**src/rtl/seg_scan_pkg.sv**
```systemverilog
// seg_scan_pkg: shared types and constants for the segment scan controller.
// Optional leading-zero blanking is enabled with the SEG_LEADING_ZERO_BLANK_EN macro.
package seg_scan_pkg;

  typedef enum logic [1:0] {IDLE, SHOW, BLANK} scan_state_t;

  // All anodes off (active-low), wide enough for the largest digit count.
  localparam logic [7:0] ANODE_OFF = 8'hFF;

  // Width of the shared dwell/blank down-counter.
  function automatic int cnt_width(input int refresh_div, input int blank_cycles);
    int m;
    m = (refresh_div > blank_cycles) ? refresh_div : blank_cycles;
    return (m < 2) ? 1 : $clog2(m);
  endfunction

endpackage

```
**src/rtl/seg_scan_ctrl_if.sv**
```systemverilog
// seg_scan_ctrl_if: valid/ready load port carrying one nibble per digit.
interface seg_scan_ctrl_if #(
  parameter int NUM_DIGITS = 4
);
  logic                    load_valid;
  logic                    load_ready;
  logic [4*NUM_DIGITS-1:0] load_data;

  modport master (output load_valid, output load_data, input load_ready);
  modport slave  (input load_valid, input load_data, output load_ready);
endinterface

```
**src/rtl/seg_scan_ctrl_load_buf.sv**
```systemverilog
// seg_load_buf: pending/active double buffer behind the valid/ready load port.
// The display only ever reads the active copy; pending moves across on xfer.
module seg_load_buf
  import seg_scan_pkg::*;
#(
  parameter int NUM_DIGITS = 4
) (
  input  logic                    clk,
  input  logic                    rst_n,
  seg_scan_ctrl_if.slave          load_if,
  input  logic                    xfer,
  output logic [4*NUM_DIGITS-1:0] disp_value
);

  logic [4*NUM_DIGITS-1:0] pending;
  logic [4*NUM_DIGITS-1:0] active;
  logic                    pending_full;

  // Value seen by the digit latched on this edge: a transfer edge must already
  // show the new data so the frame starting there is not torn.
  assign disp_value = (xfer && pending_full) ? pending : active;

  // Load capture and pending->active transfer; load_ready mirrors !pending_full.
  always_ff @(posedge clk or negedge rst_n) begin
    if (!rst_n) begin
      pending           <= '0;
      active            <= '0;
      pending_full      <= 1'b0;
      load_if.load_ready <= 1'b1;
    end else if (xfer && pending_full) begin
      active            <= pending;
      pending_full      <= 1'b0;
      load_if.load_ready <= 1'b1;
    end else if (load_if.load_valid && load_if.load_ready) begin
      pending           <= load_if.load_data;
      pending_full      <= 1'b1;
      load_if.load_ready <= 1'b0;
    end
  end

endmodule

```
**src/rtl/seg_scan_ctrl.sv**
```systemverilog
// seg_scan_ctrl: time-multiplexed scan of NUM_DIGITS common-anode digits through
// one shared 7-segment decoder, with dwell and blanking intervals.
// Define SEG_LEADING_ZERO_BLANK_EN to suppress leading zero digits (digit 0 always shown).
module seg_scan_ctrl
  import seg_scan_pkg::*;
#(
  parameter int NUM_DIGITS   = 4,
  parameter int REFRESH_DIV  = 50000,
  parameter int BLANK_CYCLES = 4
) (
  input  logic                          clk,
  input  logic                          rst_n,
  input  logic                          scan_en,
  seg_scan_ctrl_if.slave                load_if,
  output logic [3:0]                    dec_bin,
  output logic                          dec_en,
  output logic [NUM_DIGITS-1:0]         an_n,
  output logic [$clog2(NUM_DIGITS)-1:0] digit_idx,
  output logic                          frame_done
);

  localparam int CNT_W = cnt_width(REFRESH_DIV, BLANK_CYCLES);
  localparam int IDX_W = $clog2(NUM_DIGITS);
  localparam logic [NUM_DIGITS-1:0] AN_OFF  = ANODE_OFF[NUM_DIGITS-1:0];
  localparam logic [CNT_W-1:0]      SHOW_LD = CNT_W'(REFRESH_DIV - 1);
  localparam logic [CNT_W-1:0]      BLNK_LD = CNT_W'(BLANK_CYCLES - 1);
  localparam logic [IDX_W-1:0]      LAST_IX = IDX_W'(NUM_DIGITS - 1);

  scan_state_t             state;
  logic [CNT_W-1:0]        cnt;
  logic                    xfer;
  logic [4*NUM_DIGITS-1:0] disp_value;
  logic [3:0]              cur_nib;
  logic [NUM_DIGITS-1:0]   an_sel;
  logic                    suppress;

  // Transfer whenever idle, or at the frame boundary (BLANK->SHOW into digit 0).
  assign xfer = (state == IDLE) ||
                (scan_en && (state == BLANK) && (cnt == '0) && (digit_idx == '0));

  seg_load_buf #(
    .NUM_DIGITS(NUM_DIGITS)
  ) u_load_buf (
    .clk       (clk),
    .rst_n     (rst_n),
    .load_if   (load_if),
    .xfer      (xfer),
    .disp_value(disp_value)
  );

  assign cur_nib = disp_value[{digit_idx, 2'b00} +: 4];
  assign an_sel  = ~(NUM_DIGITS'(1) << digit_idx);

`ifdef SEG_LEADING_ZERO_BLANK_EN
  // Leading zero: this nibble and all higher ones are zero, and not digit 0.
  assign suppress = (digit_idx != '0) && ((disp_value >> {digit_idx, 2'b00}) == '0);
`else
  assign suppress = 1'b0;
`endif

  // Scan FSM with the shared down-counter; all display outputs registered here.
  always_ff @(posedge clk or negedge rst_n) begin
    if (!rst_n) begin
      state      <= IDLE;
      cnt        <= '0;
      digit_idx  <= '0;
      an_n       <= AN_OFF;
      dec_en     <= 1'b0;
      dec_bin    <= 4'h0;
      frame_done <= 1'b0;
    end else begin
      frame_done <= 1'b0;
      if (!scan_en) begin
        state     <= IDLE;
        cnt       <= '0;
        digit_idx <= '0;
        an_n      <= AN_OFF;
        dec_en    <= 1'b0;
      end else begin
        case (state)
          IDLE: begin
            state     <= BLANK;
            cnt       <= BLNK_LD;
            digit_idx <= '0;
            an_n      <= AN_OFF;
            dec_en    <= 1'b0;
          end
          BLANK: begin
            if (cnt == '0) begin
              state   <= SHOW;
              cnt     <= SHOW_LD;
              dec_bin <= cur_nib;
              dec_en  <= !suppress;
              an_n    <= suppress ? AN_OFF : an_sel;
            end else begin
              cnt <= cnt - 1'b1;
            end
          end
          SHOW: begin
            if (cnt == '0) begin
              state      <= BLANK;
              cnt        <= BLNK_LD;
              an_n       <= AN_OFF;
              dec_en     <= 1'b0;
              digit_idx  <= (digit_idx == LAST_IX) ? '0 : digit_idx + 1'b1;
              frame_done <= (digit_idx == LAST_IX);
            end else begin
              cnt <= cnt - 1'b1;
            end
          end
          default: begin
            state <= IDLE;
            an_n  <= AN_OFF;
            dec_en <= 1'b0;
          end
        endcase
      end
    end
  end

endmodule

```
**src/flat_wrapper.sv**
```systemverilog
// flat-port wrapper written by rule: the top's interface ports become plain ports
module seg_scan_ctrl_flat import seg_scan_pkg::*;
#(
  parameter int NUM_DIGITS   = 4,
  parameter int REFRESH_DIV  = 50000,
  parameter int BLANK_CYCLES = 4
)
  (clk, rst_n, scan_en, dec_bin, dec_en, an_n, digit_idx, frame_done, load_if_load_valid, load_if_load_data, load_if_load_ready);
  seg_scan_ctrl_if #(.NUM_DIGITS(NUM_DIGITS)) load_if_i ();
  input  logic clk;
  input  logic rst_n;
  input  logic scan_en;
  output logic [3:0] dec_bin;
  output logic dec_en;
  output logic [NUM_DIGITS-1:0] an_n;
  output logic [$clog2(NUM_DIGITS)-1:0] digit_idx;
  output logic frame_done;
  input wire logic [$bits(load_if_i.load_valid)-1:0] load_if_load_valid;
  input wire logic [$bits(load_if_i.load_data)-1:0] load_if_load_data;
  output wire logic [$bits(load_if_i.load_ready)-1:0] load_if_load_ready;
  assign load_if_i.load_valid = load_if_load_valid;
  assign load_if_i.load_data = load_if_load_data;
  assign load_if_load_ready = load_if_i.load_ready;
  seg_scan_ctrl #(.NUM_DIGITS(NUM_DIGITS), .REFRESH_DIV(REFRESH_DIV), .BLANK_CYCLES(BLANK_CYCLES)) u_core (.clk(clk), .rst_n(rst_n), .scan_en(scan_en), .load_if(load_if_i), .dec_bin(dec_bin), .dec_en(dec_en), .an_n(an_n), .digit_idx(digit_idx), .frame_done(frame_done));
endmodule
```
**config.mk**
```make
export PLATFORM = sky130hd
export DESIGN_NAME = seg_scan_ctrl_flat
export DESIGN_NICKNAME = d
export VERILOG_FILES = /design/src/rtl/seg_scan_pkg.sv /design/src/rtl/seg_scan_ctrl_if.sv /design/src/rtl/seg_scan_ctrl_load_buf.sv /design/src/rtl/seg_scan_ctrl.sv /design/src/flat_wrapper.sv
export SDC_FILE = /design/constraint.sdc
export NUM_CORES = 1
export LEC_CHECK = 0
export ABC_CLOCK_PERIOD_IN_PS = 4700
export BUFFER_PORTS_ARGS = -buffer_cell sky130_fd_sc_hd__buf_2
export CAP_MARGIN = 5
export CORE_MARGIN = 3
export CORE_UTILIZATION = 60
export CTS_CLUSTER_SIZE = 24
export DETAILED_ROUTE_END_ITERATION = 7
export PLACE_DENSITY_LB_ADDON = 0.05
export SETUP_SLACK_MARGIN = 0.4
export SYNTH_ARGS = -nofsm -noshare
export SYNTH_HDL_FRONTEND = slang
export SYNTH_SLANG_ARGS = --single-unit
```
**constraint.sdc**
```tcl
create_clock -name clk -period 4.7 [get_ports clk]
set_input_delay 0.235 -clock clk [delete_from_list [all_inputs] [get_ports clk]]
set_output_delay 0.235 -clock clk [all_outputs]
set_load 0.005 [all_outputs]
```
==> impl_metrics.csv <==
group,metric,value,unit
floorplanning,die_y,79.5,um
floorplanning,number_of_i_o_pins,33,
finish,drive_gt1_share,27.6,%
status,result_of_the_run,"completed",
cts,cts-htree-levels,3,
floorplanning,horizontal_die_dimension,79.5,um
drt,post_route_antenna_net_violation_count,0,
sta,final_period_minus_worst_setup_slack,3.45,ns
cts,cts_made_buffers,9,
floorplanning,core_area,5170,um^2
synthesis,yosys.area_share.adder,3.86,%
synthesis,ys_ff_latch,63,
critical_path,timing.critical_path.slowest_stage_cell,"or4_1",
synthesis,share_of_synthesized_cell_area_in_and_or_nand_and_nor_gates,13.4,%
drt,drt_wl_total,6.49,mm
critical_path,required,4.92,ns
floorplanning,floorplan.initialDensity,62.6,%
sta,holdWs,0.0422,ns
drt,route.detailed.drc,0,
critical_path,criticalPathCategory,"flip-flop to flip-flop",
synthesis,leading_cell_type_by_number_of_instances_after_synthesis,"dfrtp_1",
sta,post-route-period-util,73.5,%
hold_path,worst_hold_path_type,"input port to async pin",
finish,layout-area-overhead-vs-synth,11.7,%
global_routing,grt-ovfl-total,0,
place,postPlaceCellArea,3410,um^2
finish,finish.net_count,355,
sta,rsz0062_at_grt,"false",
synthesis,yosysTopAreaCell,"dfrtp_1",
sta,timing_hold_violations_final,0,
place,instance_count_after_placement_with_tap_cells_included,384,
cts,root_cell_of_the_clock_tree,"clkbuf_8",
place,place.gp.congestion,0.872,
synthesis,synthesis.area,3240,um^2
critical_path,cp_max_fo,23,
cts,clk_pin_slew,0.07,ns
synthesis,synth_xor_xnor_area_share,1.89,%
critical_path,timing.critical_path.slowest_cell_delay,0.71,ns
synthesis,synth_ff_type,"dfrtp_1",
power,vdd_drop_max,0.373,mV
floorplanning,std_cell_rows,26,
power,leakage,1.66,nW
critical_path,setup.worst_path.end_class,"flip-flop",
drt,num_vias,2341,
synthesis,synth_async_sr_flop_share,100,%
critical_path,cp_cell_sequence,"inv_1 > ha_1 > or4b_2 > or4_1 > o21ai_4 > nor2_4 > mux2_4",
synthesis,synth.cells.most_frequent,"58 x dfrtp_1, 24 x nand2_1, 22 x mux2_2, 21 x nor2_1, 16 x o21ai_0",
synthesis,synth_edf_count,0,
cts,clock_tree_from_tritoncts,"yes",
global_routing,grt_antenna_before_repair,0,
critical_path,cp_top_family,"simple AND/OR/NAND/NOR gates",
synthesis,ys_types,49,
finish,num_antenna_cells,0,
floorplanning,floorplan.die_area,6320,um^2
sta,max_clock_freq,289,MHz
cts,post_cts_buffers,0,
critical_path,critical_path_arrival,3.68,ns
sta,max-slew-margin-rel,27.2,%
synthesis,syn_area_per_cell,10.9,um^2
critical_path,crit_path_start_kind,"flip-flop",
synthesis,ys.warnings.count,0,
drt,vias_per_cell,5.85,
drt,first_pass_iters,5,
cts,cts.sink_count,63,
finish,final.fill_count,389,
synthesis,synth_top_family_by_area,"multiplexers",
critical_path,rr_worst_depth,7,
critical_path,combined_buffer_and_inverter_count_along_the_critical_path,1,
synthesis,complex_gate_fraction_of_the_synthesized_area,14.0,%
cts,cts_hold_buffers,0,
global_routing,first_global_vias,2257,
global_routing,global_route_usage_over_all_layers,23.0,%
synthesis,synth_top_area_share,44.8,%
synthesis,syn_inst,296,
sta,endpoints_failing_setup,0,
place,dp_hpwl,4.45,mm
sta,report.final.slew_viol_count,0,
synthesis,synth_seq_area_share,48.9,%
finish,layout.cell_area.non_filler,3620,um^2
job,drv.max_cap_violation_count,0,
drt,drtIter0Drc,166,
critical_path,worstSetupPathDepth,7,
synthesis,yosys-mux-area-fraction,14.0,%
finish,stdcell_count,400,
synthesis,mappedNetlistNets,326,
sta,finalSetupTns,0,ns
critical_path,worst-r2r-setup-slack,1.25,ns
sta,timing_worst_slew_pin_value,1.08,ns
power,power-per-cell-area,712,nW/um^2
global_routing,grt_pass1_wl,11.1,mm
global_routing,grt_max_degree,64,
drt,routed_wire_length_per_instance,16.2,um
place,port_buffers,32,
sta,skew,0.00694,ns
cts,post_cts_resize_count,0,
cts,clock_latency,0.34,ns
synthesis,synth_top_cells_by_area,"dfrtp_1 45%, mux2_2 7.6%, mux2_4 5.1%",
cts,clock_path_buffers,2,
-- logic make-up (layout without fill, tap and decap cells) --
family / after synthesis / after routing
XOR/XNOR: 7 / 7
buffers and inverters: 26 / 60
multiplexers: 37 / 37
flip-flops: 63 / 63
AND/OR/NAND/NOR: 87 / 87
adder cells (fa/ha/maj): 10 / 10
AO/OA/AOI/OAI: 66 / 66
-- cell usage in the layout (no fill, tap or decap), drive strengths merged, types with 3 or more instances in the layout --
| cell | count |
|---|---|
| a21o | 6 |
| a21oi | 13 |
| a22o | 4 |
| a22oi | 4 |
| a31oi | 6 |
| buf | 33 |
| clkbuf | 14 |
| dfrtp | 58 |
| dfstp | 5 |
| ha | 10 |
| inv | 11 |
| mux2 | 34 |
| mux2i | 3 |
| nand2 | 24 |
| nand3 | 11 |
| nor2 | 22 |
| nor3 | 6 |
| nor4 | 5 |
| o211ai | 5 |
| o21ai | 19 |
| o41ai | 3 |
| or4 | 3 |
| xnor2 | 4 |
| xor2 | 3 |
-- stage by stage --
stage	power [W]	setup slack, ns	util, %
after floorplan	0.00183	1.97	-
after global placement	0.00203	1.30	65.9
after detailed placement	0.00208	1.26	65.9
after CTS	0.00258	1.25	69.9
after global routing	0.00277	1.05	69.9
final	0.00257	1.25	69.9
-- power by group --
| group | internal, W | switching (W) | leakage (nW) |
|---|---|---|---|
| combinational | 0.000520 | 0.000634 | 0.764 |
| sequential | 0.000768 | 0.000164 | 0.788 |
| clock | 0.000289 | 0.000200 | 0.103 |
-- path summary, 6_finish.rpt --
path / start / to
max in group asynchronous: rst_n / u_core.dec_bin[2]$_DFFE_PN0P_
min reg2reg: u_core.dec_bin[0]$_DFFE_PN0P_ / u_core.dec_bin[0]$_DFFE_PN0P_
min in group clk: load_if_load_data[11] / u_core.u_load_buf.pending[11]$_DFFE_PN0P_
max reg2reg: u_core.cnt[0]$_DFFE_PN0P_ / u_core.u_load_buf.pending[9]$_DFFE_PN0P_
max: u_core.cnt[0]$_DFFE_PN0P_ / u_core.u_load_buf.pending[9]$_DFFE_PN0P_
min: rst_n / u_core.dec_bin[0]$_DFFE_PN0P_
-- flip-flops by register name, indices dropped and copies added, names as in the netlist, 2 cells and up --
| register | count |
|---|---|
| u_core.an_n | 4 |
| u_core.cnt | 16 |
| u_core.dec_bin | 4 |
| u_core.digit_idx | 2 |
| u_core.u_load_buf.active | 16 |
| u_core.u_load_buf.pending | 16 |
-- per-layer routing --
| layer | wire, um | global-route usage, % |
|---|---|---|
| met5 | 0 | 0 |
| met4 | 116 | 10.7 |
| met3 | 282 | 4.06 |
| met2 | 3070 | 35.6 |
| met1 | 3020 | 31.5 |
-- final cells by class --
type	instances	area, um^2	area share [%]
tap	70	87.6	2.42
sequential	63	1580	43.8
inverter	11	41.3	1.14
clock buffer	14	173	4.77
multi-input combinational	207	1530	42.2
clock inverter	2	37.5	1.04
timing repair buffer	33	168	4.64
(Power assumes the default switching activity.)
